File: config.mk
export PLATFORM = sky130hd
export DESIGN_NAME = hash_block_sequencer
export DESIGN_NICKNAME = d
export VERILOG_FILES = /design/src/rtl/hash_seq_pkg.sv /design/src/rtl/hash_block_sequencer_packer.sv /design/src/rtl/hash_block_sequencer.sv
export SDC_FILE = /design/constraint.sdc
export NUM_CORES = 2
export LEC_CHECK = 0
export ABC_AREA = 1
export CAP_MARGIN = 5
export CORE_AREA = 4 4 483 485
export DETAILED_ROUTE_END_ITERATION = 8
export DIE_AREA = 0 0 487 489
export GPL_ROUTABILITY_DRIVEN = 0
export PLACE_DENSITY_LB_ADDON = 0.2
export SLEW_MARGIN = 25
export SYNTH_ARGS = -nofsm -noshare
export SYNTH_HDL_FRONTEND = slang
export SYNTH_SLANG_ARGS = --single-unit
File: constraint.sdc
create_clock -name clk -period 4.35 [get_ports clk]
set_input_delay 0.435 -clock clk [delete_from_list [all_inputs] [get_ports clk]]
set_output_delay 0.435 -clock clk [all_outputs]
set_load 0.02 [all_outputs]
File: src/rtl/hash_seq_pkg.sv
// Shared state type and sizing helpers for the hash block sequencer.
// Optional byte-count support is enabled with HASH_SEQ_BYTE_COUNT_EN.
package hash_seq_pkg;

  typedef enum logic [1:0] {
    FILL,
    ISSUE,
    WAIT,
    DIGEST
  } state_t;

  function automatic int words_per_block(
    input int block_w,
    input int bus_w
  );
    return block_w / bus_w;
  endfunction

  function automatic int bytes_per_word(input int bus_w);
    return bus_w / 8;
  endfunction

endpackage

File: src/rtl/hash_block_sequencer_packer.sv
// Word-indexed block register with write-enable, clear and byte-mask.
// Masked-off bytes of a written word are stored as zero.
module hash_seq_packer
  import hash_seq_pkg::*;
#(
  parameter int BUS_WIDTH   = 64,
  parameter int BLOCK_WIDTH = 1024,
  parameter int IDX_W       = 4
) (
  input  logic                   clk,
  input  logic                   reset_n,
  input  logic                   clr,
  input  logic                   we,
  input  logic [IDX_W-1:0]       idx,
  input  logic [BUS_WIDTH-1:0]   wdata,
  input  logic [BUS_WIDTH/8-1:0] bmask,
  output logic [BLOCK_WIDTH-1:0] block
);

  localparam int BPW = bytes_per_word(BUS_WIDTH);

  logic [BUS_WIDTH-1:0] bits;

  always_comb begin
    bits = '0;
    for (int i = 0; i < BPW; i++)
      bits[i*8 +: 8] = {8{bmask[i]}};
  end

  always_ff @(posedge clk or negedge reset_n) begin
    if (!reset_n)
      block <= '0;
    else if (clr)
      block <= '0;
    else if (we)
      block[idx*BUS_WIDTH +: BUS_WIDTH] <= wdata & bits;
  end

endmodule

File: src/rtl/hash_block_sequencer.sv
// Streams bus words into hash blocks and issues init/next/final commands.
// Define HASH_SEQ_BYTE_COUNT_EN to add din_nbytes for a partial last word.
module hash_block_sequencer
  import hash_seq_pkg::*;
#(
  parameter int BUS_WIDTH   = 64,
  parameter int BLOCK_WIDTH = 1024,
  parameter int LEN_WIDTH   = 128
) (
  input  logic                   clk,
  input  logic                   reset_n,
  input  logic [BUS_WIDTH-1:0]   din,
  input  logic                   din_valid,
  input  logic                   din_last,
`ifdef HASH_SEQ_BYTE_COUNT_EN
  input  logic [$clog2(BUS_WIDTH/8+1)-1:0] din_nbytes,
`endif
  output logic                   din_ready,
  output logic                   busy,
  output logic                   done,
  output logic                   len_err,
  output logic                   init,
  output logic                   next,
  output logic                   final_block,
  output logic [BLOCK_WIDTH-1:0] block,
  output logic [LEN_WIDTH-1:0]   data_length,
  input  logic                   hash_ready,
  input  logic                   digest_valid
);

  localparam int WPB   = words_per_block(BLOCK_WIDTH, BUS_WIDTH);
  localparam int BPW   = bytes_per_word(BUS_WIDTH);
  localparam int CNT_W = $clog2(WPB + 1);
  localparam int IDX_W = (WPB > 1) ? $clog2(WPB) : 1;
  localparam int LW1   = LEN_WIDTH + 1;
  localparam logic [LEN_WIDTH-1:0] LEN_MAX = '1;

  state_t               state;
  logic [CNT_W-1:0]     word_cnt;
  logic [LEN_WIDTH-1:0] len_acc;
  logic                 first_blk;
  logic                 is_final;
  logic                 hold;

  logic                 accept;
  logic                 clr;
  logic                 blk_full;
  logic [CNT_W-1:0]     cnt_nxt;
  logic [BPW-1:0]       bmask;
  logic [LW1-1:0]       inc;
  logic [LW1-1:0]       len_sum;

  assign accept   = din_valid & din_ready;
  assign cnt_nxt  = word_cnt + 1'b1;
  assign blk_full = (cnt_nxt == CNT_W'(WPB));
  assign len_sum  = {1'b0, len_acc} + inc;

`ifdef HASH_SEQ_BYTE_COUNT_EN
  localparam int NB_W = $clog2(BPW + 1);

  // zero or out-of-range counts mean a full word
  always_comb begin
    bmask = '1;
    inc   = LW1'(BPW);
    if (din_last && din_nbytes != '0 && din_nbytes < NB_W'(BPW)) begin
      bmask = ~({BPW{1'b1}} << din_nbytes);
      inc   = LW1'(din_nbytes);
    end
  end
`else
  assign bmask = '1;
  assign inc   = LW1'(BPW);
`endif

  assign clr = (state == WAIT && !hold && hash_ready && !is_final) ||
               (state == DIGEST && digest_valid);

  hash_seq_packer #(
    .BUS_WIDTH  (BUS_WIDTH),
    .BLOCK_WIDTH(BLOCK_WIDTH),
    .IDX_W      (IDX_W)
  ) u_packer (
    .clk    (clk),
    .reset_n(reset_n),
    .clr    (clr),
    .we     (accept),
    .idx    (word_cnt[IDX_W-1:0]),
    .wdata  (din),
    .bmask  (bmask),
    .block  (block)
  );

  always_ff @(posedge clk or negedge reset_n) begin
    if (!reset_n) begin
      state       <= FILL;
      word_cnt    <= '0;
      len_acc     <= '0;
      first_blk   <= 1'b1;
      is_final    <= 1'b0;
      hold        <= 1'b0;
      din_ready   <= 1'b0;
      busy        <= 1'b0;
      done        <= 1'b0;
      len_err     <= 1'b0;
      init        <= 1'b0;
      next        <= 1'b0;
      final_block <= 1'b0;
      data_length <= '0;
    end else begin
      init        <= 1'b0;
      next        <= 1'b0;
      final_block <= 1'b0;
      done        <= 1'b0;
      unique case (state)
        FILL: begin
          din_ready <= 1'b1;
          if (accept) begin
            busy     <= 1'b1;
            word_cnt <= cnt_nxt;
            if (len_sum[LEN_WIDTH]) begin
              len_acc <= LEN_MAX;
              len_err <= 1'b1;
            end else begin
              len_acc <= len_sum[LEN_WIDTH-1:0];
            end
            if (blk_full || din_last) begin
              is_final  <= din_last;
              din_ready <= 1'b0;
              state     <= ISSUE;
            end
          end
        end
        ISSUE: begin
          if (hash_ready) begin
            init        <= first_blk;
            next        <= !first_blk && !is_final;
            final_block <= is_final;
            data_length <= len_acc;
            first_blk   <= 1'b0;
            hold        <= 1'b1;
            state       <= WAIT;
          end
        end
        WAIT: begin
          // hash_ready may still reflect the idle core for one cycle
          if (hold) begin
            hold <= 1'b0;
          end else if (hash_ready) begin
            if (is_final) begin
              state <= DIGEST;
            end else begin
              word_cnt  <= '0;
              din_ready <= 1'b1;
              state     <= FILL;
            end
          end
        end
        DIGEST: begin
          if (digest_valid) begin
            done        <= 1'b1;
            busy        <= 1'b0;
            len_acc     <= '0;
            len_err     <= 1'b0;
            data_length <= '0;
            first_blk   <= 1'b1;
            is_final    <= 1'b0;
            word_cnt    <= '0;
            din_ready   <= 1'b1;
            state       <= FILL;
          end
        end
        default: state <= FILL;
      endcase
    end
  end

endmodule
Word level (Yosys, flattened, before mapping)
Cells that the tools add are included.

operators by class
  $add $sub $neg = 3
  equal/unequal tests = 12
  shifts and indexed selects = 2
  muxes and demuxes = 51
  bitwise gates (word level) = 1
  reductions and logical operators = 24

operator list
  cell                          count
  $mux W1024                    2
  $bwmux W1024                  1
  $shift A64 B34 Y1024 const A  1
  $shiftx A64 B34 Y1024         1
  $mux W128                     4
  $pmux W128 S2                 2
  $add A128 B4 Y129 const B     1
  $neg A10 Y34                  1
  $mux W5                       5
  $mux W1                       22
  $ne A2 B2 Y1 const B          8
  $pmux W5 S3                   1
  $mux W2                       7
  $reduce_and A6 Y1             2
  $pmux W1 S2                   5
  $pmux W2 S4                   1
  $reduce_and A4 Y1             2
  $reduce_bool A2 Y1            4
  $reduce_and A3 Y1             2
  $add A5 B1 Y5 const B         1
  $eq A5 B5 Y1 const B          1
  $logic_and A1 B1 Y1           5
  $reduce_and A5 Y1             1
  $eq A2 B2 Y1 const B          2
  other kinds (8)               11

storage, ports and cells
  bits in registers = 1297
  input port bits = 70
  output and inout bits = 1159
  logic and storage cells = 108

Depth between registers and ports, before layout
  word-level depth = 6
  gate-level depth with buffers = 16
  depth with buffers taken out = 12

Modules after synthesis
A second synthesis with hierarchy kept.

unflattened totals
  cell total of the unflattened synthesis = 7618
  area total of the unflattened synthesis = 60371.7 µm²

by module, submodules not included
  module                instances  cells each  area an instance (µm²)  sequential area each (µm²)
  hash_seq_packer       1          5191        44452.6                 25624.6
  hash_block_sequencer  1          2427        15919.0                 6732.7

Worst setup path after synthesis
No wires, ideal clock.

  kind = reg-to-reg
  from = register word_cnt[0]
  to = register u_packer.block[24]
  setup time = 0.066 ns
  data arrival time = 2.710 ns
  required time = 4.284 ns
  setup slack = 1.574 ns
  cell stages (with the launch flop) = 15
  path buffers = 7
  clock period less this slack = 2.776 ns
  cell sequence = dfrtp_1 -> buf_2 -> clkbuf_1 -> clkbuf_1 -> nor3_1 -> ha_1 -> buf_2 -> clkinv_1 -> buf_2 -> nand3_1 -> nor3_1 -> buf_2 -> buf_1 -> nand3_1 -> nand2_1

on the way
  word-level cells in the longest chain between the ends = 5
  elaborated cells on any way between the ends = 6
  those cells by class = add/sub (1); shift (2); mux (3)

RTL lines
  what                                                                  line                               source
  start: declaration                                                    hash_block_sequencer.sv:39         logic [CNT_W-1:0] word_cnt;
  start signal: assignment                                              hash_block_sequencer.sv:119        word_cnt <= cnt_nxt;
  $neg A10 Y34 (*)                                                      hash_block_sequencer_packer.sv:36  block[idx*BUS_WIDTH +: BUS_WIDTH] <= wdata & bits;
  $shiftx A64 B34 Y1024 / $shift A64 B34 Y1024 (equally long branches)  hash_block_sequencer_packer.sv:36
  $bwmux W1024 (*)                                                      hash_block_sequencer_packer.sv:36
  $mux W1024 (*)                                                        hash_block_sequencer_packer.sv:35  else if (we)
  $mux W1024 (*)                                                        hash_block_sequencer_packer.sv:33  else if (clr)
  end signal: indexed assignment                                        hash_block_sequencer_packer.sv:36
  end: declaration                                                      hash_block_sequencer_packer.sv:17  output logic [BLOCK_WIDTH-1:0] block

Mark *: on every way between the ends. The rest lies on a longest branch, timed or not. The select of a mux whose other input is x is not followed.
A chain may end at the register's enable or synchronous reset.

Worst setup path in the final report
  from = register word_cnt[0]
  to = register u_packer.block[873]

The elaborated chain is that of the path after synthesis.

==> flow_summary.json <==
{
  "final-setup-viol-count": 0,
  "r2r_slack_ps": 870,
  "start_util_pct": 25.4,
  "rsz0062_at_grt": "false",
  "path_cells": "buf_4, nand2_1, inv_4, nand3_1, nor2_1, buf_4, clkinv_2, o21ai_0",
  "yosys_most_used_dff": "dfrtp_1",
  "leakagePower_nw": 32.9,
  "first_iter_violations": 5488,
  "final_cell_area_um2": 79300,
  "syn2layout_area_growth_pct": 36.4,
  "ys_seq_elements": 1293,
  "pre_cts_ws_ps": 829,
  "cap_violations": 0,
  "cpPeakStageDelay_ps": 830,
  "met2WireLength_um": 155000,
  "dp_cells": 10800,
  "syn_nets": 7048,
  "crit_buf_inv": 4,
  "hold_viol": 0,
  "final_cells": 11200,
  "rows": 176,
  "dp_hpwl_um": 258000,
  "netlist_top_cells_count": "1581 x nand3_1, 1334 x nand2_1, 1292 x dfrtp_1",
  "final_layout_size_suffix_gt1_share_pct": 5.99,
  "synth_area_leader_cell": "dfrtp_1",
  "synth_area_per_cell_um2": 8.35,
  "finalNetCount": 8059,
  "die_x_um": 487,
  "r2r_start": "word_cnt[0]$_DFFE_PN0P_",
  "vias": 58400,
  "core_area_um2": 229000,
  "cp_max_fo": 67,
  "num-fill-cells": 23900,
  "timing.setup.tns_ps": 0,
  "ant_nets": 0,
  "grt_max_degree": 129,
  "maxSlewViolCount": 0,
  "dr.pass1.iters": 6,
  "path_common_cell": "buf_4",
  "cts_buffers": 157,
  "crit_required_ps": 5070,
  "met1_length_um": 139000,
  "drc": 0,
  "r2r.worst_path.cells": 8,
  "synth_warnings": 0,
  "start_kind": "flop",
  "clkTransAtPathRegs_ps": 60,
  "seq_area_frac_synth_pct": 55.6,
  "peakVddDrop_uv": 617,
  "yosysTopAreaCellShare_pct": 55.6,
  "grt_pass1_wl_um": 476000,
  "synth-edff-count": 0,
  "fin_crit_sh_pct": 80.0,
  "fmax_mhz": 287,
  "clock_path_buffers": 3,
  "async_flop_share_pct": 100,
  "post_drt_wl_per_cell_um": 31.4,
  "outcome": "completed",
  "wl_met3_um": 31400,
  "regToRegEndpoint": "u_packer.block[873]$_DFFE_PN0P_",
  "power_density_nw_per_um2": 562,
  "synth_most_common_cell": "nand3_1",
  "die_area_um2": 238000,
  "power_mw": 44.6,
  "yosysUniqueCellTypes": 39,
  "drt_wl_total_um": 350000,
  "criticalPathCategory": "flop to flop",
  "hp-class": "input port to asynchronous set/reset pin",
  "grt_pass1_vias": 56700,
  "cp-end-kind": "flop",
  "cts_tree": "yes",
  "grt_overflow": 0,
  "critical-path-top-delay-family": "buffers and inverters",
  "cts_root_buf": "clkbuf_16",
  "htree_num_levels": 4,
  "die_height_um": 489,
  "max-slew-margin-rel_pct": 22.5,
  "antenna_found_initial": 40,
  "synth_area_um2": 58200,
  "clk-insertion-delay-late_ps": 850,
  "cp-startpoint": "word_cnt[0]$_DFFE_PN0P_",
  "io_buffer_count": 1228,
  "cts.sinks": 1293,
  "grtUsageTotal_pct": 28.3,
  "slowest_stage": "buf_4",
  "synth_cells": 6969,
  "ios": 1229,
  "top_layer": "met5",
  "finClkSkew_ps": 65.4,
  "place_area_um2": 74000,
  "arrival_ps": 4200,
  "post-route-worst-setup-slack_ps": 869,
  "fin_crit_ps": 3480,
  "avgViaCountPerCell": 5.24,
  "synth_area_leaders": "dfrtp_1 56%, nand3_1 14%, nand2_1 8.6%",
  "tightest_slew_ps": 1150
}
-- repair_timing --
action,in CTS,in global routing
setup endpoints to repair,0,0
resized for setup,0,0
endpoints found under the hold margin,85,0
hold buffers,1,0
setup buffers,0,0
-- layer usage --
layer | global-route usage [%] | vias to the layer above
met5 | 0 | -
met4 | 16.9 | 24
met3 | 8.52 | 619
met2 | 43.6 | 2826
met1 | 35.1 | 29400
li1 | - | 25500
-- registers in the layout (all words and copies together), names as in the netlist --
name and flops:
done 1, next 1, is_final 1, len_acc 126, u_packer.block 1024, len_err 1, final_block 1, first_blk 1
busy 1, init 1, word_cnt 5, data_length 126, hold 1, state 2, din_ready 1
-- stage by stage --
step           hold WS (ps)  utilization, %
3_3_place_gp            482            32.3
3_5_place_dp            482            32.3
4_1_cts                 163            34.6
2_1_floorplan           139               -
6_report                216            34.6
5_1_grt                 229            34.6
-- cell families (layout without fill, tap and decap cells) --
| family | count (synthesis) | after routing | synth area share (%) |
|---|---|---|---|
| adder cells (fa/ha/maj) | 9 | 9 | 0.194 |
| AND/OR/NAND/NOR | 3660 | 3660 | 28.1 |
| buffers and inverters | 891 | 2033 | 6.14 |
| AO/OA/AOI/OAI | 1081 | 1081 | 9.41 |
| XOR/XNOR | 27 | 27 | 0.406 |
| flip-flops | 1293 | 1293 | 55.6 |
| other | 0 | 21 | 0 |
| multiplexers | 8 | 8 | 0.155 |
-- cell usage in the layout (no fill, tap or decap), types with 13 or more instances in the layout --
| cell type | instances |
|---|---|
| nor2_1 | 468 |
| o21ai_1 | 196 |
| clkdlybuf4s50_1 | 1227 |
| nand4_1 | 93 |
| nor3_1 | 100 |
| buf_4 | 117 |
| nand2_1 | 1324 |
| nand2_2 | 13 |
| o21ai_0 | 846 |
| o21bai_1 | 16 |
| clkinv_2 | 30 |
| nand3_1 | 1577 |
| inv_1 | 335 |
| xor2_1 | 22 |
| clkbuf_16 | 158 |
| diode_2 | 21 |
| nor4_1 | 35 |
| dfrtp_1 | 1291 |
| buf_12 | 42 |
| clkbuf_8 | 30 |
| clkbuf_1 | 49 |
-- worst max path at each step --
stage,end,slack [ps],cells past startpoint
final,u_packer.block[873]$_DFFE_PN0P_,870,8
after global routing,u_packer.block[882]$_DFFE_PN0P_,690,8
after global placement,u_packer.block[848]$_DFFE_PN0P_,850,6
after detailed placement,u_packer.block[848]$_DFFE_PN0P_,830,6
after floorplan,u_packer.block[24]$_DFFE_PN0P_,1570,14
after CTS,u_packer.block[848]$_DFFE_PN0P_,820,6
-- where the power goes --
part           internal, mW  switching (mW)
sequential             13.3            1.11
combinational          4.18            12.5
clock                  7.74            5.81
-- layout make-up --
class	count	area, um2	area share, %
clock buffers	237	4550	5.74
inverters	354	1360	1.71
multi-input cells	4785	22500	28.3
clock inverters	53	718	0.905
diodes	21	52.6	0.0662
flip-flops and latches	1293	32400	40.8
well taps	3026	3790	4.77
repair buffers	1389	14000	17.7
Note: power is estimated with default switching activity, not from simulation.
